<file path="src/rtl/seven_segment_mux_if.sv">
// Display-side bundle for seven_segment_mux: digit/control inputs and scanned pin outputs.
// master drives digits and controls and watches the pins; slave is the scanner.
interface seven_segment_mux_if #(
  parameter int NUM_DIGITS = 4
);
  logic [4*NUM_DIGITS-1:0] digits;
  logic [NUM_DIGITS-1:0]   dp;
  logic                    load;
  logic                    hex_mode;
  logic                    blank_lz;
  logic                    enable;
  logic [6:0]              seg;
  logic                    dp_out;
  logic [NUM_DIGITS-1:0]   an;
  logic                    frame_start;

  modport master (
    output digits, dp, load, hex_mode, blank_lz, enable,
    input  seg, dp_out, an, frame_start
  );

  modport slave (
    input  digits, dp, load, hex_mode, blank_lz, enable,
    output seg, dp_out, an, frame_start
  );
endinterface

</file>
<file path="src/rtl/seven_segment_mux.sv">
// Time-multiplexed seven-segment driver: prescaled digit scan, double-buffered digit load.
// Pins are registered: a scan step seen at tick T reaches the pins at T+2; no backpressure.
module seven_segment_mux #(
  parameter int NUM_DIGITS     = 4,
  parameter int REFRESH_DIV    = 100000,
  parameter bit SEG_ACTIVE_LOW = 1'b1,
  parameter bit AN_ACTIVE_LOW  = 1'b1
) (
  input logic                clk,
  input logic                rst,
  seven_segment_mux_if.slave bus
);
  localparam int PW = $clog2(REFRESH_DIV);
  localparam int SW = $clog2(NUM_DIGITS);
  localparam int DW = 4 * NUM_DIGITS;
  localparam logic [PW-1:0] PRESC_LAST = PW'(REFRESH_DIV - 1);
  localparam logic [SW-1:0] SCAN_LAST  = SW'(NUM_DIGITS - 1);
  localparam logic [6:0]    SEG_OFF    = SEG_ACTIVE_LOW ? 7'h7f : 7'h00;
  localparam logic [6:0]    GLYPH_BLANK = 7'b1111111;

  logic [PW-1:0]         presc_q, presc_d;
  logic [SW-1:0]         scan_q, scan_d;
  logic [DW-1:0]         active_q, active_d, pend_q, pend_d;
  logic [NUM_DIGITS-1:0] act_dp_q, act_dp_d, pend_dp_q, pend_dp_d;
  logic                  pend_vld_q, pend_vld_d;
  logic [6:0]            seg_q, seg_d;
  logic                  dp_out_q, dp_out_d;
  logic [NUM_DIGITS-1:0] an_q, an_d;
  logic                  fs_q, fs_d;

  logic                  tick, boundary, upper_zero, cur_dp;
  logic [3:0]            cur_nib;
  logic [6:0]            seg_lo;
  logic [NUM_DIGITS-1:0] an_hi;

  // Glyphs in active-low form (0 = segment lit), order {a,b,c,d,e,f,g}.
  function automatic logic [6:0] glyph(input logic [3:0] code, input logic hex);
    logic [6:0] g;
    g = GLYPH_BLANK;
    case (code)
      4'h0: g = 7'b0000001;
      4'h1: g = 7'b1001111;
      4'h2: g = 7'b0010010;
      4'h3: g = 7'b0000110;
      4'h4: g = 7'b1001100;
      4'h5: g = 7'b0100100;
      4'h6: g = 7'b0100000;
      4'h7: g = 7'b0001111;
      4'h8: g = 7'b0000000;
      4'h9: g = 7'b0000100;
      4'hA: g = hex ? 7'b0001000 : GLYPH_BLANK;
      4'hB: g = hex ? 7'b1100000 : GLYPH_BLANK;
      4'hC: g = hex ? 7'b0110001 : GLYPH_BLANK;
      4'hD: g = hex ? 7'b1000010 : GLYPH_BLANK;
      4'hE: g = hex ? 7'b0110000 : GLYPH_BLANK;
      4'hF: g = hex ? 7'b0111000 : GLYPH_BLANK;
      default: g = GLYPH_BLANK;
    endcase
    return g;
  endfunction

  always_comb begin
    tick       = bus.enable && (presc_q == PRESC_LAST);
    boundary   = tick && (scan_q == SCAN_LAST);
    cur_nib    = 4'h0;
    cur_dp     = 1'b0;
    upper_zero = 1'b1;
    an_hi      = '0;
    for (int i = 0; i < NUM_DIGITS; i++) begin
      an_hi[i] = (SW'(i) == scan_q);
      if (SW'(i) == scan_q) begin
        cur_nib = active_q[4*i +: 4];
        cur_dp  = act_dp_q[i];
      end
      if ((SW'(i) >= scan_q) && (active_q[4*i +: 4] != 4'h0)) upper_zero = 1'b0;
    end

    presc_d = presc_q;
    scan_d  = scan_q;
    if (bus.enable) begin
      presc_d = tick ? '0 : presc_q + 1'b1;
      if (tick) scan_d = (scan_q == SCAN_LAST) ? '0 : scan_q + 1'b1;
    end

    active_d   = active_q;
    act_dp_d   = act_dp_q;
    pend_d     = pend_q;
    pend_dp_d  = pend_dp_q;
    pend_vld_d = pend_vld_q;
    // A load landing exactly on the boundary bypasses pending so it is not lost.
    if (boundary && bus.load) begin
      active_d   = bus.digits;
      act_dp_d   = bus.dp;
      pend_vld_d = 1'b0;
    end else begin
      if (boundary && pend_vld_q) begin
        active_d   = pend_q;
        act_dp_d   = pend_dp_q;
        pend_vld_d = 1'b0;
      end
      if (bus.load) begin
        pend_d     = bus.digits;
        pend_dp_d  = bus.dp;
        pend_vld_d = 1'b1;
      end
    end

    seg_lo   = (bus.blank_lz && (scan_q != '0) && upper_zero) ? GLYPH_BLANK
                                                             : glyph(cur_nib, bus.hex_mode);
    seg_d    = bus.enable ? (SEG_ACTIVE_LOW ? seg_lo : ~seg_lo) : SEG_OFF;
    dp_out_d = bus.enable ? (SEG_ACTIVE_LOW ? ~cur_dp : cur_dp) : SEG_ACTIVE_LOW;
    an_d     = bus.enable ? (AN_ACTIVE_LOW ? ~an_hi : an_hi)
                          : (AN_ACTIVE_LOW ? '1 : '0);
    fs_d     = bus.enable && (presc_q == '0) && (scan_q == '0);
  end

  always_ff @(posedge clk) begin
    if (rst) begin
      presc_q    <= '0;
      scan_q     <= '0;
      active_q   <= '0;
      act_dp_q   <= '0;
      pend_q     <= '0;
      pend_dp_q  <= '0;
      pend_vld_q <= 1'b0;
      seg_q      <= SEG_OFF;
      dp_out_q   <= SEG_ACTIVE_LOW;
      an_q       <= AN_ACTIVE_LOW ? '1 : '0;
      fs_q       <= 1'b0;
    end else begin
      presc_q    <= presc_d;
      scan_q     <= scan_d;
      active_q   <= active_d;
      act_dp_q   <= act_dp_d;
      pend_q     <= pend_d;
      pend_dp_q  <= pend_dp_d;
      pend_vld_q <= pend_vld_d;
      seg_q      <= seg_d;
      dp_out_q   <= dp_out_d;
      an_q       <= an_d;
      fs_q       <= fs_d;
    end
  end

  assign bus.seg         = seg_q;
  assign bus.dp_out      = dp_out_q;
  assign bus.an          = an_q;
  assign bus.frame_start = fs_q;
endmodule

</file>
<file path="src/flat_wrapper.sv">
// flat-port wrapper written by rule: the top's interface ports become plain ports
module seven_segment_mux_flat 
#(
  parameter int NUM_DIGITS     = 4,
  parameter int REFRESH_DIV    = 100000,
  parameter bit SEG_ACTIVE_LOW = 1'b1,
  parameter bit AN_ACTIVE_LOW  = 1'b1
)
  (clk, rst, bus_digits, bus_dp, bus_load, bus_hex_mode, bus_blank_lz, bus_enable, bus_seg, bus_dp_out, bus_an, bus_frame_start);
  seven_segment_mux_if #(.NUM_DIGITS(NUM_DIGITS)) bus_i ();
  input logic clk;
  input logic rst;
  input wire logic [$bits(bus_i.digits)-1:0] bus_digits;
  input wire logic [$bits(bus_i.dp)-1:0] bus_dp;
  input wire logic [$bits(bus_i.load)-1:0] bus_load;
  input wire logic [$bits(bus_i.hex_mode)-1:0] bus_hex_mode;
  input wire logic [$bits(bus_i.blank_lz)-1:0] bus_blank_lz;
  input wire logic [$bits(bus_i.enable)-1:0] bus_enable;
  output wire logic [$bits(bus_i.seg)-1:0] bus_seg;
  output wire logic [$bits(bus_i.dp_out)-1:0] bus_dp_out;
  output wire logic [$bits(bus_i.an)-1:0] bus_an;
  output wire logic [$bits(bus_i.frame_start)-1:0] bus_frame_start;
  assign bus_i.digits = bus_digits;
  assign bus_i.dp = bus_dp;
  assign bus_i.load = bus_load;
  assign bus_i.hex_mode = bus_hex_mode;
  assign bus_i.blank_lz = bus_blank_lz;
  assign bus_i.enable = bus_enable;
  assign bus_seg = bus_i.seg;
  assign bus_dp_out = bus_i.dp_out;
  assign bus_an = bus_i.an;
  assign bus_frame_start = bus_i.frame_start;
  seven_segment_mux #(.NUM_DIGITS(NUM_DIGITS), .REFRESH_DIV(REFRESH_DIV), .SEG_ACTIVE_LOW(SEG_ACTIVE_LOW), .AN_ACTIVE_LOW(AN_ACTIVE_LOW)) u_core (.clk(clk), .rst(rst), .bus(bus_i));
endmodule
</file>
<file path="config.mk">
export PLATFORM = sky130hd
export DESIGN_NAME = seven_segment_mux_flat
export DESIGN_NICKNAME = d
export VERILOG_FILES = /design/src/rtl/seven_segment_mux_if.sv /design/src/rtl/seven_segment_mux.sv /design/src/flat_wrapper.sv
export SDC_FILE = /design/constraint.sdc
export NUM_CORES = 1
export LEC_CHECK = 0
export ABC_AREA = 1
export CAP_MARGIN = 10
export CORE_MARGIN = 4
export CORE_UTILIZATION = 45
export CTS_CLUSTER_SIZE = 14
export DETAILED_ROUTE_END_ITERATION = 10
export GPL_TIMING_DRIVEN = 0
export MAX_ROUTING_LAYER = met4
export PLACE_DENSITY = 0.63
export SKIP_LAST_GASP = 1
export SLEW_MARGIN = 20
export SYNTH_ARGS = -nofsm -noshare
export SYNTH_HDL_FRONTEND = slang
export SYNTH_SLANG_ARGS = --single-unit
</file>
<file path="constraint.sdc">
create_clock -name clk -period 3.7 [get_ports clk]
set_input_delay 0.74 -clock clk [delete_from_list [all_inputs] [get_ports clk]]
set_output_delay 0.74 -clock clk [all_outputs]
set_load 0.005 [all_outputs]
</file>
==> metrics <==
Synth-to-Final Area Change=17.2%; dpl hpwl=about 6900 um; placed inst area=4420 um^2; Routed WL per cell=between 10 and 15 um; setup tns final=0 ns; via count=about 3,700; leakage=between 2 and 2.5 nW; WL met3=approximately 470 um; Critical Path Fanout Max=10; drc violations=0; Synth cell types=34; DR pass1 iterations=4; Max VDD drop=about 0.00022 V; Avg Synthesized Cell Area=between 6 and 7 um^2; clock transition at the registers of the reported paths=roughly 0.07 ns; syn_nets=just over 600; TritonCTS buffer count=9; Final Util=55.1%; Seq/Total Area, Yosys=a little under two fifths; Slew HR=a little under two thirds; worst slew pin tran=around 0.55 ns; Clock Skew=between 0.01 and 0.015 ns; CTS sink count=between 70 and 80; internal power=~1.2 mW; Reg power frac=51.0%; status=finished, final reports clean; die area=10,300 um^2; met2 routed wirelength=4330 um; clock network power share=39.7%; Max-Cap Viols=0; post-route minimum period=~2.0 ns; RSZ-0062 raised after global routing=no; max-slew violations=0; Setup Viol. Count Final=0; routability congestion estimate from global placement=0.915; achievable frequency=499 MHz; maximum number of pins on one net before global-route repair=13; Sw Share=between 20% and 30%; root buf cell=clkbuf_8; crit path DAT=2.23 ns; Hold Vio Cnt, Final=0; IO Pins=39; hold slack=approximately 0.45 ns; drt total wl=around 9300 um; ANT cells=0; met1 WL=4400 um; worst min path class=register to register; first-pass GRT wire length=around 16,000 um; Total Routing Usage GR=20.1%; worst r2r src=u_core.scan_q[0]; Port Buffer Count=35; top sig layer=met4; initial antenna violation count=0; Final Cycle Share=between 50% and 60%; logic gate share of total power=9.3%; critical path class=register to register; cell row count=33; # resized after CTS=0; Die X=102 um; Syn. warnings=0; CTS Buffer Depth=2; CTS tree=built; flop and latch count out of synthesis=73; worst skew pair latency=0.35 ns; initial drt markers=157; Pwr per Cell Area=about 350 nW/um^2; DIE HEIGHT=approximately 100 um; Synth Cell Area=3940 um^2; critical path startpoint category=register; Routed Antenna Nets=0; CP Capture Type=register; Layout Nets=658; layout cells sized above 1=between 10% and 20%; Post-CTS Setup Inserts=0; Worst Setup SP=u_core.scan_q[0]; Hold Buf Count CTS=0; vias in the first global route=roughly 3,400; Starting Density=47.0%; H-tree depth=3; routed vias/inst=a little over 5; CP Data Required Time=3.92 ns; finished layout cell area=around 4600 um^2; hold path start=u_core.pend_q[6]; Core Box Area=around 8400 um^2; Switch Pwr=0.394 mW; grt total ovfl=0; total chip power=~1.6 mW; Syn Inst Count=just under 600
-- metal layers --
| metal | GRT usage (%) | up-vias |
|---|---|---|
| li1 | - | 1940 |
| met1 | 25.7 | 1681 |
| met3 | 5.72 | 11 |
| met5 | - | - |
| met4 | 5.93 | 0 |
| met2 | 31.0 | 90 |
-- sequential cells by signal (all words and copies together), names as in the netlist --
register and flops:
u_core.pend_q 16, u_core.bus.seg 7, u_core.bus.dp_out 1, u_core.bus.frame_start 1, u_core.bus.an 4, u_core.scan_q 2, u_core.pend_vld_q 1, u_core.pend_dp_q 4
u_core.active_q 16, u_core.presc_q 17, u_core.act_dp_q 4
-- stage by stage --
step / std cells / setup slack [ns]
after floorplan: 579 / 1.86
after global placement: 719 / 1.43
after detailed placement: 719 / 1.41
after CTS: 735 / 1.71
after global routing: 735 / 1.48
final: 735 / 1.69
-- power by group through the flow --
stage / logic [mW] / registers (mW) / clock network (mW)
floorplan: 0.0913 / 0.832 / 0
global placement: 0.146 / 0.832 / 0
detailed placement: 0.149 / 0.833 / 0
CTS: 0.149 / 0.814 / 0.648
global route: 0.167 / 0.816 / 0.686
finish: 0.148 / 0.814 / 0.634
-- worst max-delay path, cell delays in order (launching register included) --
cell and delay [ns]:
dfxtp_1 0.41, inv_1 0.11, ha_1 0.21, buf_2 0.19, a21oi_1 0.13, nand2_1 0.11, a21oi_2 0.30, nor2_1 0.12
nand2_1 0.08, nand3_1 0.07, nor2_1 0.09, nand3_1 0.06
-- final cells by class --
cell class	instances	area, um^2
Fill cell	833	3760
Multi-Input combinational cell	393	1990
Sequential cell	73	1460
Timing Repair Buffer	35	350
Inverter	91	342
Buffer	22	144
Clock buffer	11	141
Tap cell	105	131
Clock inverter	5	55.1
-- synth_stat cells --
cell | count | area, um^2
nand2_4 | 2 | 22.5
inv_1 | 87 | 327
a221oi_1 | 1 | 8.76
o21ai_0 | 18 | 90.1
a31o_2 | 1 | 8.76
nand3_2 | 4 | 40.0
o211ai_1 | 3 | 22.5
ha_1 | 7 | 87.6
buf_1 | 1 | 3.75
o21ai_1 | 1 | 5.00
nand3_1 | 37 | 185
a31oi_1 | 1 | 6.26
or2_2 | 6 | 37.5
a21boi_0 | 1 | 7.51
nor3_2 | 1 | 10.0
nor3b_1 | 1 | 7.51
buf_6 | 5 | 56.3
nor4_1 | 4 | 25.0
nand2_1 | 171 | 642
xor2_1 | 2 | 17.5
buf_2 | 7 | 35.0
nor3_1 | 12 | 60.1
o32ai_1 | 1 | 8.76
buf_4 | 4 | 30.0
clkbuf_1 | 5 | 18.8
inv_2 | 4 | 15.0
nor2_2 | 1 | 6.26
a21oi_1 | 34 | 170
nor2_1 | 30 | 113
nand4_1 | 20 | 125
dfxtp_1 | 73 | 1460
o31ai_1 | 2 | 15.0
a21oi_2 | 29 | 254
nand2_2 | 3 | 18.8
-- cell families (layout without fill, tap and decap cells) --
group | Yosys count | in the layout | synth area share, %
xor+xnor | 2 | 2 | 0.445
simple gates | 292 | 292 | 32.8
fa+ha+maj | 7 | 7 | 2.22
flops | 73 | 73 | 37.1
buf+inv | 113 | 164 | 12.3
compound gates | 92 | 92 | 15.1
-- cells in the final DEF (no fill, tap or decap), drive strengths merged, types with 3 or more instances in the layout --
cell           count
a21oi             63
buf               17
clkbuf            16
clkdlybuf4s50     35
dfxtp             73
ha                 7
inv               91
nand2            176
nand3             41
nand4             20
nor2              31
nor3              13
nor4               4
o211ai             3
o21ai             19
or2                6
-- final timing paths --
path	slack [ns]	to	depth (start not counted)
min reg2reg	0.45	u_core.pend_q[6]	2
min	0.45	u_core.pend_q[6]	2
max	1.69	u_core.bus.seg[3]	11
max reg2reg	1.69	u_core.bus.seg[3]	11
(Power assumes the default switching activity.)
